**src/rtl/modl_phase_sequencer.sv**
```systemverilog
// Phase-table sequencer for the non-overlapping modulation clock generator.
// Each step holds the generator for SETTLE_CYC cycles, then presents the phase for DWELL cycles.
module modl_phase_sequencer #(
  parameter int unsigned SETTLE_CYC = 4
) (
  input  logic        clk_i,
  input  logic        reset_n_i,
  input  logic        wr_en_i,
  input  logic [2:0]  wr_addr_i,
  input  logic [4:0]  wr_data_i,
  input  logic [2:0]  last_idx_i,
  input  logic [15:0] dwell_i,
  input  logic        loop_i,
  input  logic        start_i,
  input  logic        abort_i,
  output logic [4:0]  phase_sel_o,
  output logic        gen_hold_o,
  output logic        step_valid_o,
  output logic [2:0]  step_idx_o,
  output logic        busy_o,
  output logic        done_o
);

  typedef enum logic [1:0] {IDLE, SETTLE, DWELL, DONE} state_e;

  localparam logic [7:0] SettleLoad = 8'(SETTLE_CYC - 1);

  state_e      state_q;
  logic [4:0]  table_q [8];
  logic [2:0]  idx_q;
  logic [2:0]  lastIdx_q;
  logic [15:0] dwellLen_q;
  logic [7:0]  settleCnt_q;
  logic [15:0] dwellCnt_q;
  logic [4:0]  phaseSel_q;
  logic        genHold_q;
  logic        stepValid_q;
  logic        busy_q;
  logic        done_q;

  logic [15:0] dwellLen_d;
  logic        lastStep_d;
  logic [2:0]  nextIdx_d;

  always_comb begin
    dwellLen_d = (dwell_i == 16'd0) ? 16'd1 : dwell_i;
    lastStep_d = (idx_q == lastIdx_q);
    nextIdx_d  = lastStep_d ? 3'd0 : idx_q + 3'd1;
  end

  // Writes land at the edge, so a load of the same entry on that edge still sees the old value.
  always_ff @(posedge clk_i) begin
    if (!reset_n_i) begin
      for (int i = 0; i < 8; i++) table_q[i] <= '0;
    end else if (wr_en_i) begin
      table_q[wr_addr_i] <= wr_data_i;
    end
  end

  always_ff @(posedge clk_i) begin
    if (!reset_n_i) begin
      state_q     <= IDLE;
      idx_q       <= '0;
      lastIdx_q   <= '0;
      dwellLen_q  <= '0;
      settleCnt_q <= '0;
      dwellCnt_q  <= '0;
      phaseSel_q  <= '0;
      genHold_q   <= 1'b0;
      stepValid_q <= 1'b0;
      busy_q      <= 1'b0;
      done_q      <= 1'b0;
    end else if (abort_i && (state_q != IDLE)) begin
      state_q     <= IDLE;
      genHold_q   <= 1'b0;
      stepValid_q <= 1'b0;
      busy_q      <= 1'b0;
      done_q      <= 1'b0;
    end else begin
      case (state_q)
        IDLE: begin
          done_q <= 1'b0;
          if (start_i) begin
            state_q     <= SETTLE;
            idx_q       <= 3'd0;
            lastIdx_q   <= last_idx_i;
            dwellLen_q  <= dwellLen_d;
            settleCnt_q <= SettleLoad;
            phaseSel_q  <= table_q[0];
            genHold_q   <= 1'b1;
            busy_q      <= 1'b1;
          end
        end

        SETTLE: begin
          if (settleCnt_q == 8'd0) begin
            state_q     <= DWELL;
            dwellCnt_q  <= dwellLen_q - 16'd1;
            genHold_q   <= 1'b0;
            stepValid_q <= 1'b1;
          end else begin
            settleCnt_q <= settleCnt_q - 8'd1;
          end
        end

        DWELL: begin
          if (dwellCnt_q == 16'd0) begin
            stepValid_q <= 1'b0;
            // LOOP is deliberately sampled live here rather than latched at START.
            if (!lastStep_d || loop_i) begin
              state_q     <= SETTLE;
              idx_q       <= nextIdx_d;
              phaseSel_q  <= table_q[nextIdx_d];
              settleCnt_q <= SettleLoad;
              genHold_q   <= 1'b1;
            end else begin
              state_q <= DONE;
              busy_q  <= 1'b0;
              done_q  <= 1'b1;
            end
          end else begin
            dwellCnt_q <= dwellCnt_q - 16'd1;
          end
        end

        DONE: begin
          state_q <= IDLE;
          done_q  <= 1'b0;
        end

        default: state_q <= IDLE;
      endcase
    end
  end

  assign phase_sel_o  = phaseSel_q;
  assign gen_hold_o   = genHold_q;
  assign step_valid_o = stepValid_q;
  assign step_idx_o   = idx_q;
  assign busy_o       = busy_q;
  assign done_o       = done_q;

endmodule

```
**config.mk**
```make
export PLATFORM = sky130hd
export DESIGN_NAME = modl_phase_sequencer
export DESIGN_NICKNAME = d
export VERILOG_FILES = /design/src/rtl/modl_phase_sequencer.sv
export SDC_FILE = /design/constraint.sdc
export NUM_CORES = 1
export LEC_CHECK = 0
export CAP_MARGIN = 20
export CORE_AREA = 3 3 102 104
export CTS_CLUSTER_DIAMETER = 200
export DETAILED_ROUTE_END_ITERATION = 10
export DIE_AREA = 0 0 105 107
export GPL_TIMING_DRIVEN = 0
export PLACE_DENSITY = 0.77
export SLEW_MARGIN = 20
export SYNTH_ARGS = -nofsm -noshare
export SYNTH_HDL_FRONTEND = slang
export SYNTH_SLANG_ARGS = --single-unit
```
**constraint.sdc**
```tcl
create_clock -name clk_i -period 5.34 [get_ports clk_i]
set_input_delay 1.602 -clock clk_i [delete_from_list [all_inputs] [get_ports clk_i]]
set_output_delay 1.602 -clock clk_i [all_outputs]
set_load 0.01 [all_outputs]
```
* Word level (Yosys, flattened, before mapping)
Memories as Yosys holds them, arrays and structs flattened.
Index checks and enable logic that the tools add are counted.
Widths: inputs -> output; s select.
** Storage, ports and cells
- Word-level logic and storage cells :: 97
- Output and inout port bits :: 12
- Memory bits (writable) :: 40
- Flip-flop bits (word level) :: 57
- Memories kept :: 1
** Cells by class
- Mux-type cells :: 44
- Equality and inequality tests :: 11
- $add $sub $neg :: 4
- Bitwise gates (word level) :: 2
- Reductions and logical operators :: 24
** Memory list
- table_q :: depth 8, width 5, rd ports 2, clocked after memory_dff 0, wr ports 8, line 29 : logic [4:0] table_q [8];
** Operators by type and width (count)
- $mux 16 :: 3
- $logic_not 16->1 :: 2
- $mux 8 :: 4
- $pmux 16 s2 :: 1
- $sub 16x1->16 const B :: 2
- $pmux 8 s3 :: 1
- $mux 5 :: 4
- $mux 1 :: 15
- $mux 3 :: 5
- $ne 2x2->1 const B :: 7
- $reduce_and 3->1 :: 4
- $pmux 5 s2 :: 1
- $reduce_and 5->1 :: 2
- $logic_not 8->1 :: 1
- $mux 2 :: 4
- $pmux 2 s4 :: 1
- $reduce_and 4->1 :: 2
- $reduce_bool 2->1 :: 4
- $sub 8x1->8 const B :: 1
- $pmux 1 s2 :: 3
- $pmux 3 s2 :: 1
- $reduce_and 6->1 :: 1
- $reduce_or 5->1 :: 1
- $eq 2x2->1 const B :: 2
- other kinds (11) :: 13

* Logic depth before layout (Yosys ltp)
- Depth after elaboration :: 6
- Mapped depth :: 14

* Worst setup path before layout
No wires, ideal clock.
- Kind :: reg-to-reg
- Start point :: register state_q[0]
- End point :: register dwellCnt_q[14]
- Clock period less this slack :: 3776 ps
- Stages on the path, launching flop included :: 14
- Library setup time :: 122 ps
- Buffers on the path :: 5
- Data required time :: 5218 ps
- Path slack :: 1564 ps
- Data arrival time :: 3654 ps
- Path through :: dfxtp_1 -> inv_1 -> ha_1 -> clkbuf_1 -> clkbuf_1 -> clkbuf_1 -> buf_2 -> buf_1 -> mux2i_1 -> ha_1 -> nor4b_1 -> o22ai_1 -> or3_1 -> a311o_1
** On the way
- Cells in the longest elaborated chain, start to end :: 4
- Elaborated cells on any way between the ends :: 10
- Those cells by class :: eq/ne: 4; mux: 1; bitwise: 1; reduce/logical: 4
** Ends and longest elaborated chain
- start, declared :: line 28 : state_e state_q;
- start signal, assigned :: line 62 : state_q <= IDLE;
- start signal, assigned :: line 74 : state_q <= IDLE;
- start signal, assigned :: line 84 : state_q <= SETTLE;
- parallel branches: the longest is 4 deep, another holds $reduce_and 4->1
- end signal, assigned :: line 98 : dwellCnt_q <= dwellLen_q - 16'd1;
- end signal, assigned :: line 122 : dwellCnt_q <= dwellCnt_q - 16'd1;
- end, declared :: line 34 : logic [15:0] dwellCnt_q;
Several ways; the timed one is not identified.
A chain may end at the register's enable or synchronous reset.

* Final worst setup path
- Start point :: register state_q[0]
- End point :: register dwellCnt_q[10]
Same word-level chain as after synthesis.

==> results by group <==
Placement
  • I/O Buffers: between 40 and 50
  • RePlAce Congestion: 0.937
  • Final HPWL DP: 10700 um

Synthesis
  • Number of synthesized flops with an enable pin: 40
  • Top_reg_cell synth: dfxtp_1
  • Yosys cell types: 69
  • Synth Register Bits: 97
  • Synth top area share: 0.224
  • Mean Syn Cell Area: 9.30 um^2
  • Seq/Total Area, Yosys: 0.436
  • Largest area contributor in the netlist: edfxtp_1
  • Top cells by area, synth: edfxtp_1 (22%), dfxtp_1 (21%), and2_1 (4.9%), nand2_1 (4.5%), a21oi_1 (4.1%)
  • Cells after Synth: 577
  • Synthesized area: 5370 um^2
  • Ys async rst share: 0
  • Synthesized Nets: 618
  • Yosys warns: 0

Setup path
  • Critical path startpoint category: flip-flop
  • Req. time, crit path: 5610 ps
  • RR Endpoint: dwellCnt_q[10]
  • CP max FO: 10
  • Setup CP Type: reg2reg
  • Slowest-stage cell, CP: clkbuf_1
  • Worst Path Arrival: 5100 ps
  • R2R cell count: 14
  • Worst R2R Start: state_q[0]
  • Critical Path End Type: flip-flop
  • CP max stage delay: 510 ps
  • Setup slack, reg-to-reg: 510 ps
  • Crit path cell chain: inv_1 -> ha_1 -> clkbuf_1 -> clkbuf_1 -> clkbuf_2 -> buf_2 -> buf_1 -> mux2i_1 -> ha_1 -> nor4b_1 -> o22ai_1 -> nor2_1 -> inv_1 -> a311o_1

Cells and area
  • Area of the multi-input gates: 2840 um^2
  • Fraction of layout cells with a size suffix above 1: 0.0754
  • N_diodes: 0
  • Fillcell total: 861
  • Nets: 673
  • Area Overhead vs Synth: 15.3%
  • Register area: 2340 um^2

Clock tree
  • Quantity of hold-fixing buffers added after cts: 0
  • CTS tree: done
  • Root Buffer: clkbuf_8
  • Worst skew pair latency: 370 ps
  • CTS Buffer Depth: 2
  • Clk slew on worst S/H paths: approximately 100 ps
  • Postcts setup bufs: 0
  • Clock sinks: 97
  • CTS Buf Count: 9
  • H-tree depth: 3

Timing
  • Hold WS: between 400 and 500 ps
  • Fmax: 207 MHz
  • Final setup viols: 0
  • Slew @ Worst Pin: roughly 850 ps
  • Minimum clock period: 4830 ps
  • Total negative slack: 0 ps
  • Period utilization: 0.904
  • Clock Skew: 9.00 ps
  • RSZ-0062 raised after global routing: no
  • Fin. Hold Viols: 0
  • Slew Limit Fails: 0
  • Slew margin rel.: 0.429

Drt
  • Routed WL: 14700 um
  • Final ANT Viol Nets: 0
  • DR WL/cell: 19.1 um
  • Routed vias: 4921
  • DR vias/cell: 6.39
  • Residual DRC: 0
  • 1st-iter DRT viols: 350
  • DRT Pass-1 Iters: 5

Floorplan
  • Die width: 105 um
  • Core area: 9640 um^2
  • Starting Density: 0.557
  • IO Count: 45
  • Chip height: 107 um
  • Die ar.: 11200 um^2
  • Site Rows: 36

Power and ir drop
  • Sequential Power Share: 0.356
  • Switching power share of the total: 0.411
  • Clock share of power: 0.183
  • Int Pwr: 1.71 mW
  • Net switching power: 1.19 mW
  • Pwr Density: 469 nW/um^2
  • LEAKAGE: 2.11 nW
  • VDD IR max: 256 uV
  • Gate power share: 0.462

Hold path
  • Worst hold endpoint: dwellLen_q[13]
  • Hold wc startpoint: dwellLen_q[13]
  • WHS Path Cells: 2
  • Hold Crit Class: reg2reg

GRT
  • First-pass GRT wire length: 24300 um
  • Number of global-route vias before repair: 4791
  • GR Util All Layers: 0.273
  • Largest net degree at the start of global routing: 17
  • Initial antenna violation count: 0
  • Gr ovfl total: 0

Job
  • Max-cap check violation count: 0

Status
  • Status: finished, final reports clean
## power groups by stage
stage / sequential [mW] / combinational (mW) / clock (mW)
after global placement: 1.04 / 1.28 / 0
after floorplan: 1.01 / 0.948 / 0
after CTS: 1.03 / 1.31 / 0.533
after detailed placement: 1.04 / 1.30 / 0
final: 1.03 / 1.34 / 0.530
after global routing: 1.05 / 1.47 / 0.570
## state kept, by name (all words and copies together) (netlist names), 2 cells and up
name,flops
dwellCnt_q,16
state_q,2
table_q,40
phase_sel_o,5
step_idx_o,3
lastIdx_q,3
dwellLen_q,16
settleCnt_q,8
## cell usage in the layout, fill, tap and decap left out, drive strengths merged, types with 3 or more instances in the layout
cell           instances
o211ai                 8
clkdlybuf4s50         43
nand3                 14
o221a                  7
nor3                  15
o2bb2ai                4
ha                     8
xor2                   3
nor4b                  4
a311o                  3
nand2                 64
a21oi                 44
edfxtp                40
nor4                   9
or4                    8
nor2                  33
mux2i                 14
o21ai                 25
a31oi                 11
o22ai                  9
or2                    4
nor2b                  6
clkbuf                31
dfxtp                 57
a211oi                 4
mux4                   5
nand4                  7
xnor2                  4
and2                  42
a311oi                 5
nor3b                  5
inv                   12
o31ai                  9
or3                    9
buf                   11
a21boi                 4
o41a                   3
nand2b                 9
and3                   3
## cells in the mapped netlist, types with 6 or more instances
master and n:
nand2_1 64, ha_1 8, nand2b_1 9, or3_1 9, nand3_1 14, o21ai_0 24
o22ai_1 9, a21oi_1 44, nand4_1 7, nor4_1 9, o221a_2 7, o211ai_1 8
clkbuf_1 21, nor2_1 32, o31ai_1 9, a31oi_1 11, nor2b_1 6, nor3_1 15
dfxtp_1 57, or4_1 6, edfxtp_1 40, inv_1 12, mux2i_1 14, and2_1 42
## per-layer routing
metal  part of all wire  global-route usage  wire length (um)
met2               0.49               0.467              7190
met1               0.40               0.337              5930
met5                  0                   0                 0
met4              0.034               0.119               504
met3              0.073              0.0530              1070
## cell type report
| cell class | count | area share |
|---|---|---|
| buffer | 31 | 0.0234 |
| clock buffer | 10 | 0.0206 |
| clock inverter | 6 | 0.0150 |
| inverter | 12 | 0.00727 |
| multi-input combinational | 437 | 0.458 |
| sequential | 97 | 0.378 |
| tap | 133 | 0.0269 |
| timing repair buffer | 44 | 0.0703 |
## per-stage QoR
| step | worst slack (ps) | total power [mW] | std cells | utilization | cell area [um^2] |
|---|---|---|---|---|---|
| 5_1_grt | 143 | 3.08 | 770 | 0.642 | 6190 |
| 3_3_place_gp | 445 | 2.31 | 753 | 0.619 | 5970 |
| 6_report | 510 | 2.90 | 770 | 0.642 | 6190 |
| 2_1_floorplan | 1560 | 1.96 | 577 | - | 5370 |
| 3_5_place_dp | 422 | 2.34 | 754 | 0.619 | 5970 |
| 4_1_cts | 388 | 2.87 | 770 | 0.642 | 6190 |
## kinds of logic (layout without fill, tap and decap cells)
logic type	Yosys count	count (layout)	synth area share
buffers and inverters	43	103	0.0352
AO/OA/AOI/OAI	162	162	0.210
flip-flops	97	97	0.436
adder cells (fa/ha/maj)	8	8	0.0186
multiplexers	21	21	0.0513
AND/OR/NAND/NOR	239	239	0.238
XOR/XNOR	7	7	0.0114
## repair_timing
action                                  in CTS  in global routing
hold endpoints to repair                     0                  0
resized for setup                            0                  2
endpoints found under the setup margin       0                  3
## critical path, delay by kind of cell, from the launching register on
kind / cells / cell delay (ps)
fa+ha+maj: 2 / 380
buf+inv: 7 / 2230
compound gates: 2 / 630
mux: 1 / 300
simple gates: 2 / 810
flops: 1 / 370
## worst max path at each step
stage	start	to	slack, ps
detailed placement	state_q[0]	dwellCnt_q[10]	420
global placement	state_q[0]	dwellCnt_q[10]	450
CTS	state_q[0]	dwellCnt_q[10]	390
floorplan	state_q[0]	dwellCnt_q[14]	1560
global route	state_q[0]	dwellCnt_q[10]	140
finish	state_q[0]	dwellCnt_q[10]	510
Note: power is estimated with default switching activity, not from simulation.
